<file path="config.mk">
export PLATFORM = sky130hd
export DESIGN_NAME = vga_rect_loader
export DESIGN_NICKNAME = d
export VERILOG_FILES = /design/src/rtl/vga_rect_loader.sv
export SDC_FILE = /design/constraint.sdc
export NUM_CORES = 1
export LEC_CHECK = 0
export BUFFER_PORTS_ARGS = -buffer_cell sky130_fd_sc_hd__buf_2
export CORE_MARGIN = 3
export CORE_UTILIZATION = 40
export CTS_CLUSTER_SIZE = 12
export DETAILED_ROUTE_END_ITERATION = 12
export HOLD_SLACK_MARGIN = 0.03
export PLACE_DENSITY = 0.57
export SYNTH_ARGS = -nofsm -noshare
export SYNTH_HDL_FRONTEND = slang
export SYNTH_SLANG_ARGS = --single-unit
export TNS_END_PERCENT = 30
</file>
<file path="constraint.sdc">
create_clock -name clk -period 3 [get_ports clk]
set_clock_uncertainty 0.05 [all_clocks]
set_input_delay 0.15 -clock clk [delete_from_list [all_inputs] [get_ports clk]]
set_output_delay 0.15 -clock clk [all_outputs]
set_load 0.05 [all_outputs]
</file>
<file path="src/rtl/vga_rect_loader.sv">
// Command FIFO plus bus-master sequencer that loads rectangle registers into the
// VGA driver during vertical blanking, re-checking blanking before retiring a command.
module vga_rect_loader #(
   parameter int         DEPTH     = 4,
   parameter int         RD_LAT    = 2,
   parameter logic [5:0] IDLE_ADDR = 6'd0
) (
   input  logic                     clk,
   input  logic                     rst,
   input  logic                     cmd_valid,
   output logic                     cmd_ready,
   input  logic [1:0]               cmd_slot,
   input  logic [7:0]               cmd_x1,
   input  logic [7:0]               cmd_y1,
   input  logic [7:0]               cmd_x2,
   input  logic [7:0]               cmd_y2,
   input  logic [7:0]               cmd_color,
   output logic [5:0]               pAddr,
   output logic [7:0]               pDout,
   input  logic [7:0]               pDin,
   output logic                     we,
   output logic                     busy,
   output logic [$clog2(DEPTH):0]   level,
   output logic [7:0]               retries
);

   localparam int PW = $clog2(DEPTH);
   localparam int CW = (RD_LAT > 1) ? $clog2(RD_LAT) : 1;
   localparam logic [CW-1:0] LAT_INIT = CW'(RD_LAT - 1);
   localparam logic [PW:0]   FULL_CNT = (PW+1)'(DEPTH);

   localparam logic [5:0] A_EOF_COL = 6'd14;
   localparam logic [5:0] A_X1      = 6'd15;
   localparam logic [5:0] A_Y1      = 6'd16;
   localparam logic [5:0] A_X2      = 6'd17;
   localparam logic [5:0] A_Y2      = 6'd18;
   localparam logic [5:0] A_SLOT    = 6'd19;

   typedef enum logic [3:0] {
      S_IDLE, S_POLL, S_W_SLOT, S_W_X1, S_W_Y1, S_W_X2,
      S_W_Y2, S_W_COL, S_HOLD, S_CHECK, S_POP
   } state_t;

   state_t          state_q, state_d;
   logic [CW-1:0]   lat_cnt_q, lat_cnt_d;
   logic [7:0]      retries_q, retries_d;
   logic [PW-1:0]   wr_ptr_q, wr_ptr_d;
   logic [PW-1:0]   rd_ptr_q, rd_ptr_d;
   logic [PW:0]     count_q, count_d;
   logic [41:0]     mem_q [DEPTH];
   logic [41:0]     mem_d [DEPTH];
   logic [41:0]     head;
   logic            push, pop;
   logic            unused_din;

   assign unused_din = ^pDin[7:1];

   assign cmd_ready = (count_q != FULL_CNT);
   assign push      = cmd_valid && cmd_ready;
   assign head      = mem_q[rd_ptr_q];
   assign busy      = (state_q != S_IDLE);
   assign level     = count_q;
   assign retries   = retries_q;

   // FIFO bookkeeping; pointers wrap naturally because DEPTH is a power of two.
   always_comb begin
      wr_ptr_d = wr_ptr_q;
      rd_ptr_d = rd_ptr_q;
      count_d  = count_q;
      mem_d    = mem_q;
      if (push) begin
         mem_d[wr_ptr_q] = {cmd_slot, cmd_x1, cmd_y1, cmd_x2, cmd_y2, cmd_color};
         wr_ptr_d        = wr_ptr_q + PW'(1);
      end
      if (pop) rd_ptr_d = rd_ptr_q + PW'(1);
      case ({push, pop})
         2'b10:   count_d = count_q + (PW+1)'(1);
         2'b01:   count_d = count_q - (PW+1)'(1);
         default: count_d = count_q;
      endcase
   end

   always_comb begin
      state_d   = state_q;
      lat_cnt_d = lat_cnt_q;
      retries_d = retries_q;
      pAddr     = IDLE_ADDR;
      pDout     = 8'd0;
      we        = 1'b0;
      pop       = 1'b0;
      case (state_q)
         S_IDLE: begin
            if (count_q != '0) begin
               state_d   = S_POLL;
               lat_cnt_d = LAT_INIT;
            end
         end
         S_POLL: begin
            pAddr = A_EOF_COL;
            if (lat_cnt_q != '0)  lat_cnt_d = lat_cnt_q - CW'(1);
            else if (pDin[0])     state_d   = S_W_SLOT;
            else                  lat_cnt_d = LAT_INIT;
         end
         S_W_SLOT: begin
            pAddr = A_SLOT; pDout = {6'b0, head[41:40]}; we = 1'b1; state_d = S_W_X1;
         end
         S_W_X1: begin
            pAddr = A_X1; pDout = head[39:32]; we = 1'b1; state_d = S_W_Y1;
         end
         S_W_Y1: begin
            pAddr = A_Y1; pDout = head[31:24]; we = 1'b1; state_d = S_W_X2;
         end
         S_W_X2: begin
            pAddr = A_X2; pDout = head[23:16]; we = 1'b1; state_d = S_W_Y2;
         end
         S_W_Y2: begin
            pAddr = A_Y2; pDout = head[15:8]; we = 1'b1; state_d = S_W_COL;
         end
         S_W_COL: begin
            pAddr = A_EOF_COL; pDout = head[7:0]; we = 1'b1; state_d = S_HOLD;
         end
         S_HOLD: begin
            state_d   = S_CHECK;
            lat_cnt_d = LAT_INIT;
         end
         S_CHECK: begin
            // Blanking lost mid-update: rewrite the whole slot from the same head entry.
            pAddr = A_EOF_COL;
            if (lat_cnt_q != '0) begin
               lat_cnt_d = lat_cnt_q - CW'(1);
            end else if (pDin[0]) begin
               state_d = S_POP;
            end else begin
               if (retries_q != 8'hFF) retries_d = retries_q + 8'd1;
               state_d   = S_POLL;
               lat_cnt_d = LAT_INIT;
            end
         end
         S_POP: begin
            pop     = 1'b1;
            state_d = S_IDLE;
         end
         default: state_d = S_IDLE;
      endcase
   end

   always_ff @(posedge clk) begin
      if (rst) begin
         state_q   <= S_IDLE;
         lat_cnt_q <= '0;
         retries_q <= 8'd0;
         wr_ptr_q  <= '0;
         rd_ptr_q  <= '0;
         count_q   <= '0;
      end else begin
         state_q   <= state_d;
         lat_cnt_q <= lat_cnt_d;
         retries_q <= retries_d;
         wr_ptr_q  <= wr_ptr_d;
         rd_ptr_q  <= rd_ptr_d;
         count_q   <= count_d;
      end
   end

   always_ff @(posedge clk) begin
      mem_q <= mem_d;
   end

endmodule

</file>
* Word-level counts from Yosys, hierarchy flattened *
Index checks and enable logic that the tools add are counted.

operators by class
  $lt $le $gt $ge = 3
  reduce and logical (&&, ||, !) cells = 13
  $add $sub $neg = 6
  mux-type cells = 21
  eq/ne operators = 18
  bitwise operators = 4

operator list
  operator                                                   count
  bitwise mux 168 bit                                        1
  two-way mux 42 bit                                         3
  binary-select mux 42 bit (select 2 bit)                    1
  demux 42 bit (select 2 bit)                                1
  case mux 8 bit (6 select lines)                            1
  case mux 4 bit (10 select lines)                           1
  case mux 5 bit (6 select lines)                            1
  two-way mux 4 bit                                          5
  equality test 4 x 3 -> 1 bit (second input constant)       4
  equality test 4 bit (second input constant)                3
  adder 8 x 1 -> 8 bit (second input constant)               1
  equality test 4 x 2 -> 1 bit (second input constant)       2
  != test 2 bit (second input constant)                      4
  != test 8 bit (second input constant)                      1
  AND reduction 4 bit                                        2
  greater-or-equal comparator 3 bit (second input constant)  2
  NOT 2 -> 3 bit                                             2
  case mux 3 bit (2 select lines)                            1
  nonzero test 3 bit                                         2
  OR reduction 6 bit                                         1
  two-way mux 1 bit                                          5
  adder 2 x 1 -> 2 bit (second input constant)               2
  equality test 4 x 1 -> 1 bit (second input constant)       1
  zero test 4 bit                                            1
  15 further kinds                                           17

storage, ports and cells
  output and inout bits = 28
  word-level logic and storage cells = 75
  register bits after elaboration = 188
  bits of input ports = 53

* Depth between registers and ports, before layout *
  depth after elaboration = 6
  depth in mapped cells = 9
  depth with buffers taken out = 9

* Worst setup path after synthesis *
OpenSTA, ideal clock, no wires.

  path kind = register -> register
  start point = reg count_q[2] (netlist: level[2])
  end point = reg count_q[2] (netlist: level[2])
  required time = 2879 ps
  cell stages (with the launch flop) = 10
  buffers on the path = 0
  slack = 73 ps
  library setup time = 71 ps
  period minus slack after synthesis = 2927 ps
  arrival time = 2806 ps
  cell sequence = dfxtp_1 or3b_1 and2_1 inv_2 ha_1 inv_1 fa_1 xor2_1 or3_1 a21oi_1

between the ends
  word-level cells in the longest chain between the ends = 4
  elaborated cells on any way between the ends = 8
  those cells by class = add/sub: 2; eq/ne: 3; mux: 1; reduce/logical: 2

ends and longest elaborated chain
  what                                                                   RTL line  text
  from (decl)                                                            49        logic [PW:0] count_q, count_d;
  from (signal assigned)                                                 161       count_q <= count_d;
  != test 3 bit *                                                        58        assign cmd_ready = (count_q != FULL_CNT);
  via cmd_ready                                                          11        output logic cmd_ready,
  logical AND 1 bit *                                                    59        assign push = cmd_valid && cmd_ready;
  equality test 2 x 1 -> 1 bit or equality test 2 bit (tied branches)    76        case ({push, pop})
  case mux 3 bit (2 select lines) or nonzero test 2 bit (tied branches)  --

The timed path passes the listed nets; every way through them passes the cells marked *.
A chain may end at the register's enable or synchronous reset.

* Worst setup path in the final report *
  start point = reg rd_ptr_q[0]
  end point = out pDout[2]

between the ends
  word-level cells in the longest chain between the ends = 5

ends and longest elaborated chain
  what                                                    RTL line  text
  from (decl)                                             48        logic [PW-1:0] rd_ptr_q, rd_ptr_d;
  from (signal assigned)                                  160       rd_ptr_q <= rd_ptr_d;
  NOT 2 -> 3 bit (implied by the code)                    60        assign head = mem_q[rd_ptr_q];
  binary-select mux 42 bit (select 2 bit)                 60
  two-way mux 42 bit (implied by the code) (2 in series)  60
  case mux 8 bit (6 select lines)                         91        case (state_q)
  to (decl)                                               19        output logic [7:0] pDout,

Every way passes these cells. The select of a mux whose other input is x is not followed.

==> reports/qor.yml <==
hold_ws_ps: 76.1
syn_nets: 465
final_common_cell: "edfxtp_1"
grt_use_total_pct: 15.5
cpMaxStageDelayCell: "dfxtp_2"
vias: 4064
status: "finished, final reports clean"
cts_setup_buffers: 0
max_stage_delay_ps: 550
path_delay_family: "buffers and inverters"
place_area_um2: 8230
fin_crit_ps: 2780
rows: 49
wl_per_cell_um: 19.4
synth_area_um2: 7580
yosysWarnings: 0
worstPathArrival_ps: 2580
yosysTopAreaCell: "edfxtp_1"
post-route-period-util_pct: 92.7
layout_common_cells: "edfxtp_1, buf_2, dlygate4sd3_1, mux4_2, nor2_1"
dpl.cell_count: 702
layout.nets: 594
antenna_left: 0
gp_congestion: 0.781
initialDrtViolationCount: 274
finalSetupViolCount: 0
htree_levels: 4
irDropWorstVdd_v: 0.000414
ys_async_sr_fraction_pct: 0
tightest_slew_ps: 677
post-place-ws_ps: 544
synth_edf_count: 168
cts_sinks: 188
fin_area_um2: 9250
synth_cells: 405
ys.flop_type: "edfxtp_1"
drtPass1Iterations: 4
ys_ff_latch: 188
drc_errors: 0
worst_slack_ps: 220
n_antenna_cell: 0
cts_buffers: 17
synth_top_area_share_pct: 66.5
fp.dieH_um: 144
clk_pin_slew_ps: 70
io_pins: 81
path_max_fanout: 13
area_delta_synth_final_pct: 21.9
dieArea_um2: 20600
start_kind: "flop"
slew_headroom_pct: 54.8
cts_tree: "done"
drive_gt1_share_pct: 30.5
start_util_pct: 41.5
ys_types: 51
die_x_um: 144
grt_pass1_wl_mm: 23.9
globalRoute.totalOverflow: 0
clock_latency_ps: 430
min_path_type: "in -> reg"
rsz0062_at_grt: "no"
hold_violations: 0
cts_root_buffer: "clkbuf_16"
cp-end-kind: "output pin"
final_cells: 776
io_buffers: 72
tns_ps: 0
avgViaCountPerCell: 5.24
syn_avg_cell_area_um2: 18.7
drv_slew: 0
fmax_mhz: 360
seq_area_frac_synth_pct: 71.8
coreArea_um2: 18300
crit_chain: "buf_4 -> mux4_2 -> a22o_1 -> a211o_1 -> buf_2"
grt_start_max_net_pins: 43
wl_mm: 15.0
power.leakage_nw: 3.15
antenna_found_initial: 0
grt_pass1_vias: 4319
dp_hpwl_mm: 9.31
path_buf_inv: 2
yosys-top-cells-area: "edfxtp_1, mux4_2, dfxtp_1"
power.density_nw_per_um2: 679
clockBufferDepth: 2
maxCapViolCount: 0
path_class: "reg -> out"
crit_required_ps: 2800
[sequential cells by signal (all words and copies together), names as in the netlist]
signal,flops
lat_cnt_q,1
level,3
mem_q,168
rd_ptr_q,2
retries,8
state_q,4
wr_ptr_q,2
[synthesized netlist by cell type (5+ instances only)]
library cell / instances
clkbuf_1: 5
mux4_1: 5
a21oi_1: 11
inv_1: 8
a22oi_1: 8
o211ai_1: 5
nand2_1: 19
nor2_1: 22
and3_1: 5
buf_2: 6
mux4_2: 37
dfxtp_1: 20
edfxtp_1: 168
xor2_1: 6
mux2i_1: 11
ha_1: 6
[per-layer routing]
| layer | up-vias | wire length (um) | global-route usage (%) |
|---|---|---|---|
| li1 | 1888 | - | - |
| met1 | 2086 | 6930 | 21.2 |
| met5 | - | 0 | 0 |
| met4 | 0 | 128 | 3.72 |
| met3 | 11 | 701 | 4.13 |
| met2 | 79 | 7290 | 25.0 |
[worst reg2reg max path: stages (launching register included)]
cell and delay [ps]:
dfxtp_1 350, or3b_1 480, and2_1 240, inv_2 70
ha_1 180, inv_1 60, fa_1 390, xor2_1 160
or3_1 300, a21oi_1 130
[area by class of cell]
cell class                 instances  area [um^2]
sequential                       188         5450
multi-input combinational        189         1980
clock inverter                    12          159
fill                            1543         9020
inverter                           9         33.8
tap                              229          287
clock buffer                      20          437
timing repair buffer             129          906
[metrics by stage]
step / utilization, % / power (mW)
2_1_floorplan: - / 3.79
3_3_place_gp: 45.1 / 4.01
3_5_place_dp: 45.1 / 4.04
4_1_cts: 50.6 / 6.34
5_1_grt: 50.6 / 6.53
6_report: 50.6 / 6.28
[power breakdown]
group          internal, mW  total [mW]  switching, mW
Combinational         0.311       0.939          0.628
Sequential             2.99        3.07         0.0823
Clock                  1.32        2.27          0.946
[path summary, 6_finish.rpt]
kind | slack [ps] | start | depth (start not counted) | to
worst min register to register | 470 | wr_ptr_q[1]$_SDFFE_PP0P_ | 2 | wr_ptr_q[1]$_SDFFE_PP0P_
worst max register to register | 510 | level[0]$_SDFFE_PP0P_ | 9 | level[2]$_SDFFE_PP0P_
worst min-delay path | 80 | rst | 2 | level[0]$_SDFFE_PP0P_
worst max-delay path | 220 | rd_ptr_q[0]$_SDFFE_PP0N_ | 5 | pDout[2]
[what timing repair did]
item                                   CTS  global route
endpoints found under the hold margin  168             0
hold buffers                            42             0
resized for setup                        0             0
[cell families (layout without fill, tap and decap cells)]
| kind of cell | after synthesis | after routing | share of synthesized area, % |
|---|---|---|---|
| xor gates and xnor gates | 9 | 9 | 1.04 |
| DFF | 188 | 188 | 71.8 |
| other | 1 | 1 | 0.0494 |
| AOI/OAI and AO/OA | 43 | 43 | 3.94 |
| adders and majority gates | 7 | 7 | 1.25 |
| and+or+nand+nor | 76 | 76 | 5.56 |
| muxes | 53 | 53 | 14.2 |
| buffers and inverters | 28 | 170 | 2.19 |
Power figures use the tool's default switching activity.
